<file path="src/rtl/pipe_pkg.sv">
// Shared constants and helpers for the pipe_reg_* elastic pipeline family.
// Combinational only: no latency and no backpressure of its own.
// Backpressure: not applicable; consumers size their counters with clog2_occ.
package pipe_pkg;

  localparam logic RST_VALUE_DEFAULT = 1'b0;

  // Width of a counter that must hold every value from 0 up to the chain capacity.
  function automatic int clog2_occ(input int depth, input bit skid);
    return $clog2((skid ? 2 * depth : depth) + 1);
  endfunction

endpackage

</file>
<file path="src/rtl/pipe_reg_stage.sv">
// One elastic pipeline stage; PIPE_REG_CHAIN_SKID_EN adds a skid register and a flopped up_ready.
// Latency: 1 cycle from up-side handshake to dn_valid.
// Backpressure: holds dn_valid/dn_data until dn_ready; without skid up_ready is combinational from dn_ready.
module pipe_reg_stage
  import pipe_pkg::*;
#(
  parameter int   DATA_WIDTH = 8,
  parameter logic RST_VALUE  = RST_VALUE_DEFAULT
) (
  input  logic                  clk,
  input  logic                  rst,
  input  logic                  flush,
  input  logic                  up_valid,
  output logic                  up_ready,
  input  logic [DATA_WIDTH-1:0] up_data,
  output logic                  dn_valid,
  input  logic                  dn_ready,
  output logic [DATA_WIDTH-1:0] dn_data
);

  localparam logic [DATA_WIDTH-1:0] RST_DATA = {DATA_WIDTH{RST_VALUE}};

  logic                  valid;
  logic [DATA_WIDTH-1:0] data;

  assign dn_valid = valid;
  assign dn_data  = data;

`ifdef PIPE_REG_CHAIN_SKID_EN
  logic                  skid_valid;
  logic [DATA_WIDTH-1:0] skid_data;
  logic                  main_free;

  // skid_valid is a flop, so up_ready never sees a combinational path from downstream.
  assign up_ready  = ~skid_valid;
  assign main_free = ~valid | dn_ready;

  always_ff @(posedge clk) begin
    if (rst || flush) begin
      valid      <= 1'b0;
      data       <= RST_DATA;
      skid_valid <= 1'b0;
      skid_data  <= RST_DATA;
    end else if (skid_valid) begin
      // Main register is necessarily full here; the skid entry moves up once it drains.
      if (main_free) begin
        data       <= skid_data;
        skid_valid <= 1'b0;
        skid_data  <= RST_DATA;
      end
    end else if (main_free) begin
      valid <= up_valid;
      if (up_valid) data <= up_data;
    end else if (up_valid) begin
      skid_valid <= 1'b1;
      skid_data  <= up_data;
    end
  end
`else
  assign up_ready = ~valid | dn_ready;

  always_ff @(posedge clk) begin
    if (rst || flush) begin
      valid <= 1'b0;
      data  <= RST_DATA;
    end else if (up_ready) begin
      valid <= up_valid;
      if (up_valid) data <= up_data;
    end
  end
`endif

endmodule

</file>
<file path="src/rtl/pipe_reg_chain.sv">
// DEPTH elastic stages with valid/ready on both ends plus an occupancy count; PIPE_REG_CHAIN_SKID_EN doubles capacity.
// Latency: DEPTH cycles from input handshake to output handshake when unstalled.
// Backpressure: stalls propagate stage by stage; in_ready is forced low during rst.
module pipe_reg_chain
  import pipe_pkg::*;
#(
  parameter int   DATA_WIDTH = 8,
  parameter int   DEPTH      = 2,
  parameter logic RST_VALUE  = RST_VALUE_DEFAULT
) (
  input  logic                                clk,
  input  logic                                rst,
  input  logic                                flush,
  input  logic                                in_valid,
  output logic                                in_ready,
  input  logic [DATA_WIDTH-1:0]               in_data,
  output logic                                out_valid,
  input  logic                                out_ready,
  output logic [DATA_WIDTH-1:0]               out_data,
  output logic [clog2_occ(DEPTH, 1'b1)-1:0]   occupancy
);

  localparam int OCC_W = clog2_occ(DEPTH, 1'b1);

  logic in_fire;
  logic out_fire;

  for (genvar k = 0; k < DEPTH; k++) begin : g_stage
    logic                  up_valid;
    logic                  up_ready;
    logic [DATA_WIDTH-1:0] up_data;
    logic                  dn_valid;
    logic                  dn_ready;
    logic [DATA_WIDTH-1:0] dn_data;

    if (k == 0) begin : g_head
      assign up_valid = in_valid;
      assign up_data  = in_data;
    end else begin : g_body
      assign up_valid = g_stage[k-1].dn_valid;
      assign up_data  = g_stage[k-1].dn_data;
    end

    if (k == DEPTH - 1) begin : g_tail
      assign dn_ready = out_ready;
    end else begin : g_inner
      assign dn_ready = g_stage[k+1].up_ready;
    end

    pipe_reg_stage #(
      .DATA_WIDTH (DATA_WIDTH),
      .RST_VALUE  (RST_VALUE)
    ) u_stage (
      .clk      (clk),
      .rst      (rst),
      .flush    (flush),
      .up_valid (up_valid),
      .up_ready (up_ready),
      .up_data  (up_data),
      .dn_valid (dn_valid),
      .dn_ready (dn_ready),
      .dn_data  (dn_data)
    );
  end

  assign in_ready  = g_stage[0].up_ready & ~rst;
  assign out_valid = g_stage[DEPTH-1].dn_valid;
  assign out_data  = g_stage[DEPTH-1].dn_data;

  assign in_fire  = in_valid & in_ready;
  assign out_fire = out_valid & out_ready;

  // A flush empties every stage, so the count restarts at zero whatever fired that cycle.
  always_ff @(posedge clk) begin
    if (rst || flush) occupancy <= '0;
    else              occupancy <= occupancy + OCC_W'(in_fire) - OCC_W'(out_fire);
  end

endmodule

</file>
<file path="config.mk">
export PLATFORM = sky130hd
export DESIGN_NAME = pipe_reg_chain
export DESIGN_NICKNAME = d
export VERILOG_FILES = /design/src/rtl/pipe_pkg.sv /design/src/rtl/pipe_reg_stage.sv /design/src/rtl/pipe_reg_chain.sv
export SDC_FILE = /design/constraint.sdc
export NUM_CORES = 1
export LEC_CHECK = 0
export CORE_MARGIN = 2
export CORE_UTILIZATION = 44
export CTS_CLUSTER_DIAMETER = 120
export DETAILED_ROUTE_END_ITERATION = 10
export GPL_ROUTABILITY_DRIVEN = 0
export MAX_ROUTING_LAYER = met4
export PLACE_DENSITY = 0.76
export SETUP_SLACK_MARGIN = 0.2
export SYNTH_ARGS = -nofsm -noshare
export SYNTH_HDL_FRONTEND = slang
export SYNTH_SLANG_ARGS = --single-unit
</file>
<file path="constraint.sdc">
create_clock -name clk -period 3.2 [get_ports clk]
set_input_delay 0.32 -clock clk [delete_from_list [all_inputs] [get_ports clk]]
set_output_delay 0.32 -clock clk [all_outputs]
set_load 0.005 [all_outputs]
</file>
==> results.tsv, run 1 <==
stage	metric	value	unit
clock_tree	clock root buffer	clkbuf_4	
grt	GRT Residual Overflow	0	
critical_path	data required time of the worst path	3400	ps
synth	post-synth cell types	19	
grt	GRT Overall Usage	17.61	%
clock_tree	CTS tree	done	
synth	largest family of logic cells by synthesized area	compound AO/OA/AOI/OAI gates	
synth	Synth Area in XOR/XNOR	2.056	%
drt	vias per inst	5.122	
drt	post-route ant nets	0	
power	Power Density	386.4	nW/µm²
critical_path	critical path type	in2reg	
run_status	outcome	completed	
cells_and_area	diodes inserted	0	
synth	adder-cell share of the synthesized area	5.286	%
power	Clk pwr share	28.8	%
cells_and_area	fill count	168	
synth	Syn Inst Count	98	
floorplan	die area	2304	µm²
clock_tree	clock sinks	21	
clock_tree	CTS buffer count	3	
power	Flop pwr share	61.9	%
sta	Worst Tran Pin Value	373.1	ps
sta	Final Skew	7.813	ps
power	cell leakage power	0.4055	nW
placement	I/O Buffers	25	
synth	number of flops mapped to enable cells by yosys	0	
sta	Final Hold Fails	0	
grt	largest net degree at the start of global routing	22	
floorplan	Rows	15	
critical_path	CP max stage delay	510	ps
drt	WL final	1.711	mm
power	switching pwr	0.09813	mW
floorplan	DIE WIDTH	48.01	µm
drt	total number of vias	753	
power	Logic pwr share	9.3	%
synth	Syn Std Cell Area	852.1	µm²
critical_path	startpoint types	primary input	
synth	Synth Net Count	114	
clock_tree	clk slew on worst S/H paths	120	ps
floorplan	Ports	26	
grt	initial antenna violation count	0	
min_path	HP Class	reg2reg	
critical_path	Slowest-stage cell, CP	clkdlybuf4s50_1	
power	Peak VDD IR	0.2597	mV
synth	Synth Register Bits	21	
clock_tree	Clk Latency, worst-skew pair	300	ps
floorplan	Core Region	1783	µm²
power	Sw Ratio	22.45	%
drt	# DRC	0	
cells_and_area	nets	139	
placement	placed cell areas	1105	µm²
sta	Max Fclk	0.4051	GHz
grt	vias in the first global route	656	
sta	Tmin final	2468	ps
drt	WL per Instance	11.64	µm
clock_tree	Setup Fix Bufs, Post-CTS	0	
synth	Synth Flop Type	dfxtp_1	
sta	Slew HR	75.12	%
synth	Synth Area in Simple Gates	16.89	%
synth	multiplexer share of the synthesized area	0	%
cells_and_area	Final Cell Area	1131	µm²
clock_tree	H-tree depth	1	
floorplan	initial core utilization	47.79	%
sta	Final Max Tran Viols	0	
sta	Final setup violation count	0	
critical_path	CP arrival	2660	ps
sta	RSZ-0062 raised after global routing	false	
floorplan	Die Span Y	48.01	µm
synth	yosys warns	0	
critical_path	CP endpoint kind	flop	
sta	Period Utilization, post-route	77.13	%
cells_and_area	layout cells sized above 1	4.098	%
power	Power Internal	0.3389	mW
clock_tree	post_cts resized	0	
drt	DR pass1 iterations	4	
cells_and_area	most common cell after layout, fill and taps aside	clkdlybuf4s50_1	
flow_run	max_cap viols	0	
grt	global-route wire length before repair	2.766	mm
critical_path	crit path cell chain	clkdlybuf4s50_1 -> and3b_1 -> or3_1 -> ha_1 -> inv_1 -> ha_1 -> inv_1 -> fa_1 -> xor2_1 -> xnor2_1 -> nor2_1	
synth	sequential fraction of the synthesis area	49.34	%
cells_and_area	most frequent cells in the layout	clkdlybuf4s50_1 (25), dfxtp_1 (21), a21oi_1 (18), nand3_1 (16), o21ai_0 (16)	
clock_tree	Longest Clk Path Bufs	2	
sta	Sum Neg Setup Slack	0	ps
synth	asr flop ratio synth	0	%
critical_path	crit-path max FO	10	
clock_tree	CTS Hold Bufs	0	
critical_path	R2R setup slack	810	ps
drt	First DRT Iteration DRCs	9	
cells_and_area	area grow syn2layout	32.75	%
synth	Synth Area in Compound Gates	19.97	%
synth	Avg Cell Area, Syn	8.695	µm²
[area by class of cell]
type | count | area [µm²] | share of cell area, %
sequential | 21 | 420.4 | 37.17
multi-input combinational | 66 | 376.6 | 33.30
timing repair buffer | 26 | 257.7 | 22.79
tap | 25 | 31.28 | 2.765
clock buffer | 4 | 26.28 | 2.323
inverter | 5 | 18.77 | 1.659
[layer usage]
layer	track usage (%)	vias up	part of all wire, %
met5	-	-	0
met3	3.396	2	3.8
met4	4.865	0	1.1
li1	-	387	-
met1	22.25	348	46
met2	28.53	16	49
[worst paths after layout]
kind / start / end / depth (start not counted)
setup reg to reg: g_stage[0].u_stage.dn_valid$_SDFFE_PP0N_ / occupancy[2]$_SDFF_PP0_ / 10
hold reg to reg: g_stage[1].u_stage.dn_data[3]$_SDFFE_PP0P_ / g_stage[1].u_stage.dn_data[3]$_SDFFE_PP0P_ / 2
hold / removal: g_stage[1].u_stage.dn_data[3]$_SDFFE_PP0P_ / g_stage[1].u_stage.dn_data[3]$_SDFFE_PP0P_ / 2
setup / recovery: out_ready / occupancy[2]$_SDFF_PP0_ / 11
[power by group through the flow]
| stage | clock [mW] | combinational, mW | sequential (mW) |
|---|---|---|---|
| floorplan | 0 | 0.0200 | 0.275 |
| global placement | 0 | 0.0403 | 0.276 |
| detailed placement | 0 | 0.0412 | 0.276 |
| CTS | 0.125 | 0.0414 | 0.270 |
| global route | 0.143 | 0.0454 | 0.271 |
| finish | 0.126 | 0.0408 | 0.271 |
[Yosys cell counts (2+ instances only)]
library cell | n | area, µm²
o21ai_0 | 16 | 80.08
a21oi_1 | 18 | 90.09
nor2_1 | 4 | 15.01
inv_1 | 5 | 18.77
ha_1 | 2 | 25.02
buf_2 | 5 | 25.02
nand3_1 | 16 | 80.08
dfxtp_1 | 21 | 420.4
[flip-flops by register name (all words and copies together) (netlist names)]
name and flops:
g_stage.u_stage.dn_data 16, occupancy 3, g_stage.u_stage.dn_valid 2
[cells by family after synthesis]
logic type / count (synthesis)
AND/OR/NAND/NOR: 27
flip-flops: 21
XOR/XNOR: 2
adder cells (fa/ha/maj): 3
AO/OA/AOI/OAI: 34
buffers and inverters: 11
[stage by stage]
step | cells | setup slack [ps] | utilization [%] | total power [mW] | hold WS, ps
2_1_floorplan | 98 | 958.6 | - | 0.2945 | 440.3
6_report | 147 | 731.8 | 63.44 | 0.4371 | 481.3
3_5_place_dp | 143 | 384.1 | 61.96 | 0.3175 | 469.1
4_1_cts | 147 | 702.1 | 63.44 | 0.4367 | 484.3
3_3_place_gp | 143 | 448.3 | 61.96 | 0.3165 | 459.9
5_1_grt | 147 | 590.4 | 63.44 | 0.4598 | 509.8
[critical path: cells and delay by family]
family,cells,cell delay [ps]
and+or+nand+nor,3,660
adders and majority gates,3,770
buffers and inverters,3,620
xor gates and xnor gates,2,290
Power figures use the tool's default switching activity.
==> run 2: changes to the inputs <==
- clock period: 3.2 -> 2.55 ns (I/O delays scaled with it)
==> results.tsv, run 2 (synthesis results as in run 1) <==
stage	metric	value	unit
run_status	outcome	completed	
power	Power Internal	0.4271	mW
critical_path	R2R setup slack	310	ps
drt	post-route ant nets	0	
drt	First DRT Iteration DRCs	18	
sta	Max Fclk	0.4464	GHz
cells_and_area	Final Cell Area	1196	µm²
critical_path	crit-path max FO	6	
critical_path	CP most frequent cell	inv_1	
clock_tree	Longest Clk Path Bufs	2	
power	Flop pwr share	60.9	%
cells_and_area	diodes inserted	0	
critical_path	CP max stage delay	400	ps
critical_path	data required time of the worst path	2740	ps
clock_tree	Clk Latency, worst-skew pair	300	ps
power	switching pwr	0.1283	mW
sta	Slew HR	74.49	%
clock_tree	H-tree depth	1	
power	Logic pwr share	10.6	%
grt	global-route wire length before repair	2.766	mm
cells_and_area	max reg flops	16	
sta	Final Max Tran Viols	0	
placement	placed cell areas	1135	µm²
power	Peak VDD IR	0.2561	mV
clock_tree	clock sinks	21	
grt	GRT Residual Overflow	0	
clock_tree	clock root buffer	clkbuf_4	
critical_path	Crit. path cell count	10	
grt	met1 usage	23.17	%
critical_path	critical path type	reg2reg	
critical_path	reg2reg end	occupancy[2]$_SDFF_PP0_	
sta	Worst Tran Pin Value	382.7	ps
grt	vias in the first global route	661	
sta	Final setup violation count	0	
grt	initial antenna violation count	0	
drt	WL per Instance	11.88	µm
placement	Post-Place Worst Slack	-52.67	ps
critical_path	RR Startpoint	g_stage[1].u_stage.dn_valid$_SDFFE_PP0P_	
critical_path	number of buffers and inverters on the critical path	2	
sta	RSZ-0062 raised after global routing	false	
flow_run	max_cap viols	0	
cells_and_area	fin cells	152	
power	Sw Ratio	23.11	%
grt	largest net degree at the start of global routing	22	
critical_path	CP endpoint kind	flop	
floorplan	Core Region	1783	µm²
drt	total number of vias	788	
sta	Final Hold Fails	0	
critical_path	r2r worst-path depth	10	
drt	DR pass1 iterations	4	
grt	GRT Overall Usage	17.68	%
power	Clk pwr share	28.5	%
critical_path	crit path cell chain	and3b_1 -> or3_4 -> ha_4 -> inv_1 -> ha_2 -> inv_1 -> fa_2 -> xor2_1 -> xnor2_1 -> nor2_1	
clock_tree	CTS Hold Bufs	0	
floorplan	Ports	26	
grt	met3 Use GR	3.396	%
power	cell leakage power	0.4417	nW
sta	Final WS setup	310.0	ps
sta	Tmin final	2240	ps
floorplan	initial core utilization	47.79	%
min_path	WHS Endpoint	g_stage[1].u_stage.dn_data[3]$_SDFFE_PP0P_	
placement	dpl cells	147	
cells_and_area	most common cell after layout, fill and taps aside	clkdlybuf4s50_1	
cells_and_area	area grow syn2layout	40.38	%
floorplan	die area	2304	µm²
drt	WL final	1.805	mm
min_path	Hold Startpoint	g_stage[0].u_stage.dn_data[3]$_SDFFE_PP0P_	
drt	vias per inst	5.184	
critical_path	startpoint types	flop	
placement	I/O Buffers	25	
cells_and_area	nets	144	
min_path	HP Class	reg2reg	
sta	Final Skew	7.949	ps
sta	Period Utilization, post-route	87.84	%
drt	# DRC	0	
clock_tree	CTS tree	done	
power	Power Density	464.3	nW/µm²
min_path	Hold Path Cell Cnt	2	
grt	M2 GR Usage	26.93	%
critical_path	CP arrival	2430	ps
grt	GR peak layer	met2	
cells_and_area	most frequent cells in the layout	clkdlybuf4s50_1 (24), dfxtp_1 (20), a21oi_1 (18), nand3_1 (16), o21ai_0 (16)	
clock_tree	CTS buffer count	3	
floorplan	DIE WIDTH	48.01	µm
floorplan	Die Span Y	48.01	µm
critical_path	CP delay by family, top	adder cells	
cells_and_area	layout cells sized above 1	12.60	%
floorplan	Rows	15	
clock_tree	clk slew on worst S/H paths	120	ps
power	Final Power	0.5554	mW
placement	Final HPWL DP	1.273	mm
critical_path	Slowest-stage cell, CP	or3_4	
## run 2: timing repair
| action | in CTS | in global routing |
|---|---|---|
| endpoints found under the setup margin | 0 | 1 |
| setup buffers | 0 | 1 |
| resized for setup | 0 | 6 |
## run 2: worst max-delay path by stage
stage | endpoint | startpoint | slack, ps
final | occupancy[2]$_SDFF_PP0_ | g_stage[1].u_stage.dn_valid$_SDFFE_PP0P_ | 310
after global routing | occupancy[2]$_SDFF_PP0_ | g_stage[1].u_stage.dn_valid$_SDFFE_PP0P_ | 200
after CTS | occupancy[2]$_SDFF_PP0_ | out_ready | 250
after detailed placement | occupancy[2]$_SDFF_PP0_ | out_ready | -50
after global placement | occupancy[2]$_SDFF_PP0_ | out_ready | 20
after floorplan | occupancy[2]$_SDFF_PP0_ | g_stage[1].u_stage.dn_valid$_SDFFE_PP0P_ | 340
## run 2: metal layers
layer	wire, µm	part of all wire (%)	vias to the layer above
li1	-	-	399
met1	803	44	364
met2	901	50	23
met3	88	4.9	2
met4	12	0.66	0
met5	0	0	-
## run 2: cell type report
class                   count  area [µm²]
clock buffers               3       22.52
flip-flops and latches     21       421.7
inverters                   5       18.77
clock inverters             1       5.005
repair buffers             31       297.8
multi-input cells          66       399.1
fillers                   146       586.8
well taps                  25       31.28
## run 2: power by group through the flow
stage / clock network (mW) / logic [mW] / registers, mW
finish: 0.158 / 0.0590 / 0.338
global route: 0.175 / 0.0646 / 0.339
CTS: 0.162 / 0.0567 / 0.338
detailed placement: 0 / 0.0562 / 0.345
global placement: 0 / 0.0552 / 0.345
floorplan: 0 / 0.0251 / 0.345
## run 2: worst reg2reg max path, stage by stage, from the launching register on
cell and delay (ps):
dfxtp_2 360, and3b_1 180, or3_4 400, ha_4 250, inv_1 60, ha_2 150
inv_1 50, fa_2 330, xor2_1 150, xnor2_1 150, nor2_1 50
## run 2: metrics by stage
stage               hold slack [ps]  TNS, ps  utilization, %
detailed placement            461.2   -52.67           63.65
global placement              458.3        0           63.65
CTS                           479.2        0           65.19
floorplan                     398.5        0               -
finish                        477.9        0           67.09
global route                  497.2        0           67.09
